[config.mk]
export PLATFORM = sky130hd
export DESIGN_NAME = fifo_operand_reader
export DESIGN_NICKNAME = d
export VERILOG_FILES = /design/src/rtl/fifo_operand_reader.sv
export SDC_FILE = /design/constraint.sdc
export NUM_CORES = 1
export LEC_CHECK = 0
export CORE_UTILIZATION = 48
export CTS_BUF_LIST = sky130_fd_sc_hd__clkbuf_8
export DETAILED_ROUTE_END_ITERATION = 10
export PLACE_DENSITY = 0.82
export SYNTH_ARGS = -nofsm -noshare
export SYNTH_HDL_FRONTEND = slang
export SYNTH_SLANG_ARGS = --single-unit
[constraint.sdc]
create_clock -name clock -period 2 [get_ports clock]
set_input_delay 0.5 -clock clock [delete_from_list [all_inputs] [get_ports clock]]
set_output_delay 0.5 -clock clock [all_outputs]
set_load 0.02 [all_outputs]
[src/rtl/fifo_operand_reader.sv]
// rtl/fifo_operand_reader.sv - pairs FIFO words into (A, B) MAC operands with group-last flag
// Optional pair_count output under READER_PAIR_CNT_EN.
module fifo_operand_reader #(
    parameter int DATA_W    = 16,
    parameter int GROUP_LEN = 8
) (
    input  logic              clock,
    input  logic              reset,
    input  logic              enable,
    input  logic              flush,
    input  logic              fifo_empty,
    output logic              fifo_ren,
    input  logic [DATA_W-1:0] fifo_rdata,
    output logic              out_valid,
    input  logic              out_ready,
    output logic [DATA_W-1:0] out_a,
    output logic [DATA_W-1:0] out_b,
    output logic              out_last,
    output logic              busy
`ifdef READER_PAIR_CNT_EN
    ,
    output logic [15:0]       pair_count
`endif
);

    localparam int CW = (GROUP_LEN > 2) ? $clog2(GROUP_LEN) : 1;
    localparam logic [CW-1:0] LAST_IDX = CW'(GROUP_LEN - 1);

    typedef enum logic [1:0] {IDLE, FETCH_A, FETCH_B, PRESENT} state_t;

    state_t        state;
    logic [CW-1:0] grp_cnt;
    logic          fetching;

    assign fetching = (state == FETCH_A) || (state == FETCH_B);
    // Flush masks the pop so a word arriving during the abort stays in the FIFO.
    assign fifo_ren = fetching && !fifo_empty && !flush;

    always_ff @(posedge clock or negedge reset) begin
        if (!reset) begin
            state     <= IDLE;
            grp_cnt   <= '0;
            out_a     <= '0;
            out_b     <= '0;
            out_valid <= 1'b0;
            out_last  <= 1'b0;
            busy      <= 1'b0;
        end else if (flush) begin
            state     <= IDLE;
            grp_cnt   <= '0;
            out_valid <= 1'b0;
            out_last  <= 1'b0;
            busy      <= 1'b0;
        end else begin
            case (state)
                IDLE: begin
                    if (enable) begin
                        state <= FETCH_A;
                        busy  <= 1'b1;
                    end
                end
                FETCH_A: begin
                    if (fifo_ren) begin
                        out_a <= fifo_rdata;
                        state <= FETCH_B;
                    end
                end
                FETCH_B: begin
                    if (fifo_ren) begin
                        out_b     <= fifo_rdata;
                        state     <= PRESENT;
                        out_valid <= 1'b1;
                        out_last  <= (grp_cnt == LAST_IDX);
                    end
                end
                PRESENT: begin
                    if (out_ready) begin
                        grp_cnt   <= (grp_cnt == LAST_IDX) ? '0 : grp_cnt + 1'b1;
                        out_valid <= 1'b0;
                        out_last  <= 1'b0;
                        if (enable) begin
                            state <= FETCH_A;
                        end else begin
                            state <= IDLE;
                            busy  <= 1'b0;
                        end
                    end
                end
                default: begin
                    state     <= IDLE;
                    out_valid <= 1'b0;
                    out_last  <= 1'b0;
                    busy      <= 1'b0;
                end
            endcase
        end
    end

`ifdef READER_PAIR_CNT_EN
    // Lifetime delivery count; survives flush, cleared only by reset.
    always_ff @(posedge clock or negedge reset) begin
        if (!reset) begin
            pair_count <= 16'd0;
        end else if (!flush && state == PRESENT && out_ready) begin
            pair_count <= pair_count + 16'd1;
        end
    end
`endif

endmodule

After elaboration in Yosys (flattened, before gate mapping)
Cells that the tools add are included.
{"block": "classes", "n_eq_ne": 9, "n_reduce_logical": 16, "add_sub_neg": 1, "mux": 23, "n_bitwise": 1}
{"operator": "$ne 3x3->1 const B", "count": 5}
{"operator": "$mux 3", "count": 4}
{"operator": "$mux 1", "count": 10}
{"operator": "$mux 2", "count": 5}
{"operator": "$reduce_and 3->1", "count": 3}
{"operator": "$pmux 2 s4", "count": 1}
{"operator": "$reduce_and 4->1", "count": 2}
{"operator": "$pmux 1 s2", "count": 3}
{"operator": "$reduce_bool 3->1", "count": 2}
{"operator": "$eq 2x2->1 const B", "count": 2}
{"operator": "$reduce_bool 2->1", "count": 2}
{"operator": "$add 3x1->3 const B", "count": 1}
{"operator": "$eq 3x3->1 const B", "count": 1}
{"operator": "$eq 2x1->1 const B", "count": 1}
{"operator": "$logic_and 1x1->1", "count": 2}
{"operator": "$logic_not 1->1", "count": 2}
{"operator": "$logic_not 2->1", "count": 1}
{"operator": "$reduce_and 2->1", "count": 1}
{"operator": "$logic_or 1x1->1", "count": 1}
{"operator": "$not 1->1", "count": 1}
{"block": "word_totals", "elab_cells": 57, "input_bits": 22, "ff_bits": 40}

Depth between registers and ports, before layout
Gate-level depths: netlist of run 1.
{"block": "depth", "ltp_word": 7, "mapped_depth": 8}

Worst setup path before layout of run 1
Ideal clock, no wire load.
{"block": "synth_timing", "path_type": "reg2reg", "start": "register state[1]", "end": "register out_a[0]", "path_buffers": 2, "setup_time_ns": 0.125, "required_time_ns": 1.875, "stages_incl_launch_ff": 9, "t_arrival_ns": 1.818, "synth_period_minus_slack_ns": 1.943, "slack_ns": 0.057, "path_cell_list": "dfrtp_1 > inv_1 > ha_1 > nor2b_4 > nor2b_4 > and2_4 > buf_6 > buf_12 > mux2_4"}
{"block": "synth_between", "elab_chain_len": 5, "elab_cells_between_ends": 6}
{"element": "start, declared", "line_no": "31", "text": "state_t state;"}
{"element": "start signal, assigned", "line_no": "41", "text": "state <= IDLE;"}
{"element": "start signal, assigned", "line_no": "49", "text": "state <= IDLE;"}
{"element": "start signal, assigned", "line_no": "58", "text": "state <= FETCH_A;"}
{"element": "$eq 2x1->1 or $eq 2x2->1 (tied branches)", "line_no": "35", "text": "assign fetching = (state == FETCH_A) || (state == FETCH_B);"}
{"element": "$logic_or 1x1->1 (*)", "line_no": "35"}
{"element": "$logic_and 1x1->1 (*) (2 in a row)", "line_no": "37", "text": "assign fifo_ren = fetching && !fifo_empty && !flush;"}
{"element": "net fifo_ren", "line_no": "12", "text": "output logic fifo_ren,"}
{"element": "$reduce_and 3->1 (no source line) (*)"}
{"element": "end signal, assigned", "line_no": "64", "text": "out_a <= fifo_rdata;"}
{"element": "end, declared", "line_no": "16", "text": "output logic [DATA_W-1:0] out_a,"}
Mark *: on every way through the listed nets, which the timed path passes. The rest lies on a longest branch.
A chain may end at the register's enable or synchronous reset.

Final worst setup path of run 1
{"block": "layout_timing", "start": "register state[0]", "end": "output port fifo_ren"}
{"block": "layout_between", "elab_chain_len": 4, "elab_cells_between_ends": 5}
{"element": "$eq 2x1->1 or $eq 2x2->1 (tied branches)", "line_no": "35"}
{"element": "$logic_or 1x1->1 (*)", "line_no": "35"}
{"element": "$logic_and 1x1->1 (*) (2 in a row)", "line_no": "37"}
{"element": "end, declared", "line_no": "12"}
Every way passes the cells marked *; elsewhere a longest branch is shown, timed or not.

==> parameters.txt, run 1 <==
Parameter                              Value

Clock network
  Number of clock sinks ... 40
  Hold-fix buffers at CTS ... 0
  Level count of the clock H-tree ... 2
  CTS root buffer ... sky130_fd_sc_hd__clkbuf_8
  CTS tree ... yes
  Skew-Pair Late Insertion Delay ... 0.28 ns
  Number of buffers inserted to repair setup after CTS ... 0
  Resize count post-CTS ... 4
  CTS clk-pin slew, worst paths ... 0.07 ns
  Inserted Clock Buffers ... 5
  Clock Path Buffers ... 2

STA
  Worst clock skew on the final layout ... 0.00319 ns
  Setup violations, final ... 0
  Slew @ Worst Pin ... 0.430 ns
  Tcrit/Tclk final ... 0.953
  Unrepaired setup endpoints after global routing ... false
  Worst Slack Setup Final ... 0.0940 ns
  Number of endpoints with negative hold slack in the final report ... 0
  Max frequency ... 525 MHz
  Worst max-slew margin expressed relative to the limit ... 0.713
  Pins Over Slew Limit ... 0
  Post-layout minimum cycle time ... 1.91 ns

Global routing
  Total grt overflow ... 0
  Number of antenna violations at the first check in global routing ... 0
  Maximum number of pins on one net before global-route repair ... 23
  Global-route wire length before repair ... 6310 um
  Number of global-route vias before repair ... 1323
  GR Util All Layers ... 0.205

Yosys
  Portion of synthesized cell area occupied by the leading cell type ... 0.545
  Post-synthesis cell type count ... 22
  Largest cells by area after synthesis ... sky130_fd_sc_hd__dfrtp_1, sky130_fd_sc_hd__mux2_4, sky130_fd_sc_hd__mux2_2, sky130_fd_sc_hd__ha_1, sky130_fd_sc_hd__buf_12
  Warnings from Yosys ... 0
  Most frequent cell after synthesis ... sky130_fd_sc_hd__dfrtp_1
  Count of state elements after synthesis ... 40
  Async SR Flop Fraction ... 1.00
  Synthesized area divided by synthesized cell count ... 14.8 um2
  Post-synth top area cell ... sky130_fd_sc_hd__dfrtp_1
  Commonest register cell after synthesis ... sky130_fd_sc_hd__dfrtp_1
  Sequential share of the synthesized area ... 0.545
  Number of nets in the synthesized netlist ... 153
  Cell area after synthesis ... 0.00184 mm2
  Most common library cells after synthesis ... sky130_fd_sc_hd__dfrtp_1, sky130_fd_sc_hd__mux2_4, sky130_fd_sc_hd__mux2_2, sky130_fd_sc_hd__a21oi_1, sky130_fd_sc_hd__ha_1
  Number of instances in the synthesized netlist ... 124
  Number of enable flip-flop cells after synthesis ... 0

Final layout
  Number of fill cells in the layout ... 255
  Final cell count without fillers ... 244
  Final layout net count ... 225
  Share of post-route cells with drive strength above 1 ... 0.296
  Area Overhead vs Synth ... 42.8%
  Diodes inserted ... 0

Detailed routing
  Number of DRC markers in iteration 0 ... 33
  Routed len/inst ... 15.4 um
  Total routed wirelength ... 3760 um
  Initial DRT Pass Iterations ... 3
  Via total after detailed routing ... 1222
  Number of remaining DRC errors ... 0
  Number of nets with antenna violations after routing ... 0
  Detail-routed via count per cell ... 5.01

Placement
  Global placer's final weighted congestion ... 0.835
  Number of cells in the design after placement ... 237
  Estimated wirelength of the detail-placed design ... 2860 um
  Post-place setup slack ... -0.339 ns
  Number of buffers added on ports ... 57

Power and ir drop
  Register share of total power ... 0.354
  Final Total Pwr ... 3.76 mW
  Internal power summed over all cells ... 2.49 mW
  Switching part of the total ... 0.339
  Lkg Pwr ... 1.20 nW
  Worst supply voltage drop on vdd ... 0.809 mV
  Clock share of power ... 0.126
  Power density over cell area ... 1430 mW/mm2
  Power spent charging and discharging nets ... 1.28 mW
  Combinational power share ... 0.520

Floorplan
  Area of the die ... 0.00408 mm2
  Initial Util ... 0.502
  Floorplan die width ... 63.9 um
  Number of placement rows ... 22
  Core region area ... 0.00366 mm2
  Top-level I/O count ... 58
  Die Height ... 63.9 um

Worst setup path
  Cells on worst reg2reg path ... 8
  Required time of the worst setup path ... 1.50 ns
  Register-to-register path setup slack ... 0.14 ns
  Worst setup SP type ... flip-flop
  Critical path arrival ... 1.41 ns
  Critical Path Sink Type ... output port
  R2r endpoint ... out_b[15]$_DFFE_PN0P_
  Max FO, Critical Path ... 2
  Reg2reg start ... state[0]$_DFFE_PN0P_
  Start-to-end type of the worst setup path ... flip-flop to output port

Job
  Max capacitance violation total ... 0

Run status
  Result of the run ... completed

Hold path
  Class of the most critical hold timing path ... input port to async pin
power groups by stage:
stage          registers (mW)  logic, mW  clock network, mW
6_report                 1.33       1.96              0.473
5_1_grt                  1.38       2.06              0.542
4_1_cts                  1.33       1.94              0.493
3_5_place_dp             1.35       1.94                  0
3_3_place_gp             1.32       1.89                  0
2_1_floorplan            1.72      0.637                  0
flip-flops by register name (all words and copies together) (netlist names):
| signal | count |
|---|---|
| busy | 1 |
| grp_cnt | 3 |
| out_a | 16 |
| out_b | 16 |
| out_last | 1 |
| out_valid | 1 |
| state | 2 |
cells in the final DEF (no fill, tap or decap), types with 4 or more instances in the layout:
cell type                         netlist  final
sky130_fd_sc_hd__a21oi_1                7      7
sky130_fd_sc_hd__buf_12                 2      4
sky130_fd_sc_hd__buf_4                  0     10
sky130_fd_sc_hd__clkbuf_8               0      5
sky130_fd_sc_hd__clkdlybuf4s50_1        0     55
sky130_fd_sc_hd__dfrtp_1               40     40
sky130_fd_sc_hd__ha_1                   7      6
sky130_fd_sc_hd__inv_1                  4      5
sky130_fd_sc_hd__mux2_2                12     12
sky130_fd_sc_hd__mux2_4                20     20
sky130_fd_sc_hd__nand2_1                4      4
sky130_fd_sc_hd__nor2_1                 6      6
logic make-up after synthesis:
group                    after synthesis  synth area share
multiplexers                          35             0.253
AO/OA/AOI/OAI                         10            0.0320
buffers and inverters                  9            0.0484
AND/OR/NAND/NOR                       23            0.0736
flip-flops                            40             0.545
adder cells (fa/ha/maj)                7            0.0477
per-stage QoR:
step | util | setup TNS (ns) | hold slack (ns) | area, um2
6_report | 0.717 | 0 | 0.151 | 2620
3_3_place_gp | 0.693 | -2.05 | 0.450 | 2540
5_1_grt | 0.717 | 0 | 0.172 | 2620
3_5_place_dp | 0.693 | -3.00 | 0.460 | 2540
2_1_floorplan | - | 0 | 0.204 | 1840
4_1_cts | 0.713 | 0 | 0.153 | 2610
cell type report:
class | count | area, um2 | share of cell area
well taps | 48 | 60.1 | 0.0229
clock buffers | 5 | 68.8 | 0.0262
repair buffers | 70 | 711 | 0.271
clock inverters | 2 | 8.76 | 0.00334
multi-input cells | 75 | 759 | 0.289
flip-flops and latches | 40 | 1000 | 0.381
inverters | 4 | 15.0 | 0.00572
how the worst max path moves through the flow:
stage | start | endpoint | slack (ns) | depth (start not counted)
after floorplan | state[1]$_DFFE_PN0P_ | out_a[0]$_DFFE_PN0P_ | 0.06 | 8
after global placement | fifo_empty | fifo_ren | -0.31 | 4
after detailed placement | fifo_empty | fifo_ren | -0.34 | 4
after CTS | state[0]$_DFFE_PN0P_ | fifo_ren | 0.04 | 5
after global routing | state[1]$_DFFE_PN0P_ | fifo_ren | 0.02 | 5
final | state[0]$_DFFE_PN0P_ | fifo_ren | 0.09 | 5
worst max-delay path: stages (launching register included):
cell,delay [ns]
sky130_fd_sc_hd__dfrtp_1,0.35
sky130_fd_sc_hd__inv_1,0.09
sky130_fd_sc_hd__ha_4,0.27
sky130_fd_sc_hd__nor2b_4,0.13
sky130_fd_sc_hd__nor2b_4,0.15
sky130_fd_sc_hd__buf_4,0.14
metal layers:
layer	global-route usage	up-vias	wire length, um	share of wire
li1	-	572	-	-
met1	0.254	605	1620	0.43
met2	0.355	40	1940	0.52
met3	0.0482	5	171	0.045
met4	0.0568	0	33	0.0088
met5	0	-	0	0
No activity file was read; power rests on OpenSTA's default activity.
==> run 2, diff against run 1 <==
--- a/config.mk
+++ b/config.mk
@@ -5,10 +5,12 @@
 export SDC_FILE = /design/constraint.sdc
 export NUM_CORES = 1
 export LEC_CHECK = 0
-export CORE_UTILIZATION = 48
+export ABC_AREA = 1
+export CORE_UTILIZATION = 60
 export CTS_BUF_LIST = sky130_fd_sc_hd__clkbuf_8
 export DETAILED_ROUTE_END_ITERATION = 10
-export PLACE_DENSITY = 0.82
+export DONT_BUFFER_PORTS = 1
+export PLACE_DENSITY = 0.76
 export SYNTH_ARGS = -nofsm -noshare
 export SYNTH_HDL_FRONTEND = slang
 export SYNTH_SLANG_ARGS = --single-unit
==> run 2 against run 1 <==
Net effect: first-iteration DRC count is 55% higher; register-to-register slack better by 0.12 ns; highest routed layer unchanged; maximum frequency is 1.4% lower; clock-buffer cell count is 1 higher; global-route usage is 2.3 points higher; synthesized area is 3.5% lower; routed wire length is 16% lower; largest power group is now registers; worst hold slack worse by 0.12 ns; sequential power is 29% higher.
==> parameters.txt, run 2 <==
Parameter                              Value

STA
  Pins Over Slew Limit ... 0
  Worst max-slew margin expressed relative to the limit ... 0.795
  Final worst hold slack ... 0.0352 ns
  Number of endpoints with negative hold slack in the final report ... 0
  Setup_tns ... 0 ns
  Unrepaired setup endpoints after global routing ... false
  Post-layout minimum cycle time ... 1.93 ns
  Worst Slack Setup Final ... 0.0661 ns
  Tcrit/Tclk final ... 0.967
  Slew @ Worst Pin ... 0.306 ns
  Setup violations, final ... 0
  Max frequency ... 517 MHz
  Worst clock skew on the final layout ... 0.00535 ns

Yosys
  Count of state elements after synthesis ... 40
  Number of instances in the synthesized netlist ... 201
  Most common library cells after synthesis ... sky130_fd_sc_hd__nand2_1, sky130_fd_sc_hd__dfrtp_1, sky130_fd_sc_hd__o21ai_1, sky130_fd_sc_hd__inv_1, sky130_fd_sc_hd__nor2_1
  Post-synthesis cell type count ... 15
  Commonest register cell after synthesis ... sky130_fd_sc_hd__dfrtp_1
  Async SR Flop Fraction ... 1.00
  Number of enable flip-flop cells after synthesis ... 0
  Sequential share of the synthesized area ... 0.565
  Cell area after synthesis ... 0.00177 mm2
  Portion of synthesized cell area occupied by the leading cell type ... 0.565
  Warnings from Yosys ... 0
  Most frequent cell after synthesis ... sky130_fd_sc_hd__nand2_1
  Largest cells by area after synthesis ... sky130_fd_sc_hd__dfrtp_1, sky130_fd_sc_hd__nand2_1, sky130_fd_sc_hd__o21ai_1, sky130_fd_sc_hd__inv_1, sky130_fd_sc_hd__ha_1
  Post-synth top area cell ... sky130_fd_sc_hd__dfrtp_1
  Number of nets in the synthesized netlist ... 230
  Synthesized area divided by synthesized cell count ... 8.82 um2

Worst setup path
  Register-to-register path setup slack ... 0.26 ns
  Critical path arrival ... 1.43 ns
  Required time of the worst setup path ... 1.50 ns
  Worst setup SP type ... flip-flop
  Max FO, Critical Path ... 5
  Start-to-end type of the worst setup path ... flip-flop to output port
  Critical Path Sink Type ... output port

Final layout
  Share of post-route cells with drive strength above 1 ... 0.124
  Commonest cells after routing, fill and taps aside ... sky130_fd_sc_hd__nand2_1, sky130_fd_sc_hd__dfrtp_1, sky130_fd_sc_hd__o21ai_1
  Area Overhead vs Synth ... 10.4%
  Commonest non-fill, non-tap cell in the layout ... sky130_fd_sc_hd__nand2_1
  Leading registers by flop count ... out_a x16, out_b x16, grp_cnt x3
  Final cell count without fillers ... 241
  Diodes inserted ... 0
  Final layout net count ... 238

Power and ir drop
  Lkg Pwr ... 1.06 nW
  Worst supply voltage drop on vdd ... 1.39 mV
  Power density over cell area ... 1630 mW/mm2

Placement
  Estimated wirelength of the detail-placed design ... 2330 um
  Post-place setup slack ... 0.245 ns
  Number of cells in the design after placement ... 228
  Global placer's final weighted congestion ... 0.909
  Number of buffers added on ports ... 0

Floorplan
  Initial Util ... 0.637
  Core region area ... 0.00278 mm2
  Floorplan die width ... 56.4 um
  Die Height ... 56.4 um
  Area of the die ... 0.00318 mm2
  Number of placement rows ... 19
  Top-level I/O count ... 58

Clock network
  CTS root buffer ... sky130_fd_sc_hd__clkbuf_8
  Clock Path Buffers ... 2
  CTS tree ... yes
  Level count of the clock H-tree ... 2
  CTS clk-pin slew, worst paths ... 0.07 ns
  Number of clock sinks ... 40
  Inserted Clock Buffers ... 5
  Skew-Pair Late Insertion Delay ... 0.29 ns

Global routing
  Total grt overflow ... 0
  Number of global-route vias before repair ... 1261
  Global-route wire length before repair ... 5490 um
  Number of antenna violations at the first check in global routing ... 0
  Maximum number of pins on one net before global-route repair ... 41
  GR Util All Layers ... 0.228

Job
  Max capacitance violation total ... 0

Detailed routing
  Number of DRC markers in iteration 0 ... 51
  Number of nets with antenna violations after routing ... 0
  Via total after detailed routing ... 1289
  Detail-routed via count per cell ... 5.35
  Number of remaining DRC errors ... 0
  Initial DRT Pass Iterations ... 4
  Total routed wirelength ... 3180 um
  Routed len/inst ... 13.2 um

Run status
  Result of the run ... completed

Hold path
  Class of the most critical hold timing path ... input port to async pin
run 2: cell count changes in the layout (fill, tap and decap cells not counted), sizes merged, moves of 3 or more:
cell | previous run | this run
clkdlybuf4s50 | 55 | 0
mux2i | 3 | 0
inv | 5 | 29
nand3 | 2 | 5
o21ai | 0 | 33
buf | 15 | 7
a21oi | 7 | 3
nor2b | 3 | 0
nor2 | 6 | 15
mux2 | 32 | 0
nand2 | 4 | 61
run 2: area by class of cell:
type                       count  area [um2]
fill                         224         823
multi-input combinational    126         623
timing repair buffer           7        65.1
tap                           31        38.8
clock inverter                 2        38.8
inverter                      29         109
sequential                    40        1000
clock buffer                   6        82.6
run 2: critical path, stage by stage, from the launching register on:
cell and delay (ns):
sky130_fd_sc_hd__dfrtp_1 0.40, sky130_fd_sc_hd__inv_1 0.10, sky130_fd_sc_hd__ha_1 0.31, sky130_fd_sc_hd__nand2_2 0.11, sky130_fd_sc_hd__nor2_4 0.23
run 2: what timing repair did:
item / in CTS / in global routing
gates resized for setup: 0 / 1
setup buffers: 0 / 4
hold buffers: 1 / 0
setup endpoints to repair: 0 / 1
hold endpoints to repair: 40 / 0
run 2: report_power, final:
group	internal (mW)	switching [mW]	total, mW
combinational	0.334	0.449	0.784
clock	0.408	0.275	0.683
sequential	1.13	0.591	1.72
run 2: final timing paths:
path | startpoint | cells after the start | to
setup / recovery | state[1]$_DFFE_PN0P_ | 4 | fifo_ren
hold / removal | reset | 1 | out_b[13]$_DFFE_PN0P_
setup reg to reg | state[1]$_DFFE_PN0P_ | 8 | out_a[11]$_DFFE_PN0P_
hold reg to reg | grp_cnt[0]$_DFFE_PN0P_ | 3 | grp_cnt[0]$_DFFE_PN0P_
max in group asynchronous | reset | 1 | busy$_DFFE_PN0P_
min in group clock | fifo_rdata[7] | 2 | out_a[7]$_DFFE_PN0P_
run 2: through the flow:
stage / total power [mW] / cell area (um2) / utilization
after floorplan: 2.27 / 1770 / -
after global placement: 2.39 / 1790 / 0.642
after detailed placement: 2.46 / 1790 / 0.642
after CTS: 3.16 / 1930 / 0.693
after global routing: 3.42 / 1960 / 0.704
final: 3.19 / 1960 / 0.704
run 2: logic make-up after synthesis:
kind of cell    Yosys count  synth area share
compound gates           36             0.102
fa+ha+maj                 7            0.0494
buf+inv                  35            0.0840
flops                    40             0.565
simple gates             83             0.200
run 2: routing by layer:
metal | vias to the layer above | track usage | part of all wire
met4 | 0 | 0.0836 | 0.015
met1 | 601 | 0.266 | 0.40
met3 | 5 | 0.0899 | 0.071
met2 | 44 | 0.381 | 0.51
li1 | 639 | - | -
met5 | - | 0 | 0
==> run 3, diff against run 2 <==
--- a/config.mk
+++ b/config.mk
@@ -11,6 +11,7 @@
 export DETAILED_ROUTE_END_ITERATION = 10
 export DONT_BUFFER_PORTS = 1
 export PLACE_DENSITY = 0.76
+export SKIP_LAST_GASP = 1
 export SYNTH_ARGS = -nofsm -noshare
 export SYNTH_HDL_FRONTEND = slang
 export SYNTH_SLANG_ARGS = --single-unit
==> constraint.sdc (replaced) <==
create_clock -name clock -period 2.4 [get_ports clock]
set_input_delay 0.6 -clock clock [delete_from_list [all_inputs] [get_ports clock]]
set_output_delay 0.6 -clock clock [all_outputs]
set_load 0.02 [all_outputs]
==> run 3 against run 2 <==
Net effect: worst setup slack better by 0.28 ns; routed wire length up 1.4%; register-to-register slack better by 0.19 ns; clock power down 18%; first-iteration DRC count up 12%; sequential power down 16%; cell area down 1.8%; largest power group unchanged; clock skew about the same; critical path depth unchanged; highest routed layer unchanged.
==> parameters.txt, run 3 (synthesis gave the netlist of run 2 again) <==
Parameter                              Value

Worst setup path
  Start-to-end type of the worst setup path ... flip-flop to output port
  Startpoint of the worst setup timing path ... state[0]$_DFFE_PN0P_
  Max FO, Critical Path ... 5
  Master of the slowest instance on the critical path ... sky130_fd_sc_hd__dfrtp_1
  Top cell family by delay on the critical path ... flip-flops
  Worst setup SP type ... flip-flop
  Critical Path Sink Type ... output port
  Delay of the slowest critical-path stage ... 0.39 ns
  Reg2reg start ... state[0]$_DFFE_PN0P_
  Required time of the worst setup path ... 1.80 ns
  Buffers plus inverters on the worst setup path ... 1
  Cells on worst reg2reg path ... 7
  Critical path arrival ... 1.46 ns
  Number of cells on the critical path ... 4
  CP Cell Sequence ... inv_1, ha_1, nand2_2, nor2_4

Floorplan
  Core region area ... 0.00278 mm2
  Area of the die ... 0.00318 mm2
  Initial Util ... 0.637
  Number of placement rows ... 19
  Die Height ... 56.4 um
  Top-level I/O count ... 58
  Floorplan die width ... 56.4 um

STA
  Unrepaired setup endpoints after global routing ... false
  Setup violations, final ... 0
  Max frequency ... 486 MHz
  Tcrit/Tclk final ... 0.857
  Slew @ Worst Pin ... 1.05 ns
  Worst max-slew margin expressed relative to the limit ... 0.297
  Pins Over Slew Limit ... 0
  Post-layout minimum cycle time ... 2.06 ns
  Setup_tns ... 0 ns
  Worst clock skew on the final layout ... 0.00541 ns
  Worst Slack Setup Final ... 0.343 ns
  Number of endpoints with negative hold slack in the final report ... 0

Clock network
  Number of buffers inserted to repair setup after CTS ... 0
  CTS root buffer ... sky130_fd_sc_hd__clkbuf_8
  Level count of the clock H-tree ... 2
  Skew-Pair Late Insertion Delay ... 0.28 ns
  Number of clock sinks ... 40
  Inserted Clock Buffers ... 5
  CTS clk-pin slew, worst paths ... 0.08 ns
  CTS tree ... yes
  Clock Path Buffers ... 2
  Resize count post-CTS ... 0

Detailed routing
  Via total after detailed routing ... 1308
  Number of nets with antenna violations after routing ... 0
  Number of remaining DRC errors ... 0
  Detail-routed via count per cell ... 5.52
  Total routed wirelength ... 3220 um
  Number of DRC markers in iteration 0 ... 57
  Routed len/inst ... 13.6 um
  Initial DRT Pass Iterations ... 4

Final layout
  Leading registers by flop count ... out_a x16, out_b x16, grp_cnt x3
  Storage element area ... 0.00100 mm2
  Number of fill cells in the layout ... 228
  Final cell count without fillers ... 237
  Area Overhead vs Synth ... 8.47%
  Diodes inserted ... 0
  Commonest cells after routing, fill and taps aside ... sky130_fd_sc_hd__nand2_1, sky130_fd_sc_hd__dfrtp_1, sky130_fd_sc_hd__o21ai_1
  Share of post-route cells with drive strength above 1 ... 0.0874
  Commonest non-fill, non-tap cell in the layout ... sky130_fd_sc_hd__nand2_1
  Final layout net count ... 234
  Multi-input gate area in the final layout ... 623 um2

Hold path
  Hold Path Origin ... fifo_rdata[15]
  Class of the most critical hold timing path ... input port to flip-flop
  Number of cells traversed by the worst hold path ... 2

Power and ir drop
  Power spent charging and discharging nets ... 1.09 mW
  Register share of total power ... 0.551
  Internal power summed over all cells ... 1.52 mW
  Combinational power share ... 0.233
  Switching part of the total ... 0.416
  Lkg Pwr ... 1.03 nW
  Power density over cell area ... 1360 mW/mm2
  Final Total Pwr ... 2.61 mW
  Worst supply voltage drop on vdd ... 0.948 mV
  Clock share of power ... 0.216

Global routing
  GR Util All Layers ... 0.220
  Number of global-route vias before repair ... 1281
  Maximum number of pins on one net before global-route repair ... 33
  Number of antenna violations at the first check in global routing ... 0
  Global-route wire length before repair ... 5370 um
  Total grt overflow ... 0

Placement
  Number of buffers added on ports ... 0
  Global placer's final weighted congestion ... 0.881
  Post-place setup slack ... 0.438 ns
  Number of cells in the design after placement ... 226
  Estimated wirelength of the detail-placed design ... 2360 um

Run status
  Result of the run ... completed

Job
  Max capacitance violation total ... 0
[run 3: final cells by class]
class                      count  area share
sequential                    40       0.520
clock inverter                 2      0.0202
tap                           31      0.0202
multi-input combinational    126       0.324
timing repair buffer           3      0.0156
clock buffer                   6      0.0429
inverter                      29      0.0566
[run 3: repair_timing]
action	CTS	global route
hold endpoints to repair	24	7
endpoints found under the setup margin	0	0
hold buffers	2	1
[run 3: path summary, 6_finish.rpt]
check	to	slack, ns
setup / recovery	fifo_ren	0.34
hold / removal	out_b[15]$_DFFE_PN0P_	0.46
setup reg to reg	out_a[6]$_DFFE_PN0P_	0.45
hold reg to reg	grp_cnt[1]$_DFFE_PN0P_	0.55
max in group asynchronous	out_b[8]$_DFFE_PN0P_	0.82
min in group asynchronous	out_a[0]$_DFFE_PN0P_	0.65
[run 3: power groups by stage]
stage                     logic [mW]  registers [mW]  clock network, mW
after floorplan                0.497            1.39                  0
after global placement         0.546            1.44                  0
after detailed placement       0.598            1.45                  0
after CTS                      0.613            1.44              0.575
after global routing           0.717            1.47              0.595
final                          0.609            1.44              0.563
[run 3: per-layer routing]
layer  track usage  wire, um  part of all wire
met5             0         0                 0
met4        0.0627        29            0.0090
met3        0.0714       229             0.071
met2         0.388      1600              0.50
met1         0.257      1360              0.42
[run 3: metrics by stage]
step           hold WS [ns]  utilization  area [um2]
5_1_grt               0.456        0.691        1920
3_5_place_dp          0.305        0.637        1770
4_1_cts            0.000903        0.688        1910
2_1_floorplan         0.304            -        1770
3_3_place_gp          0.305        0.637        1770
6_report              0.459        0.691        1920
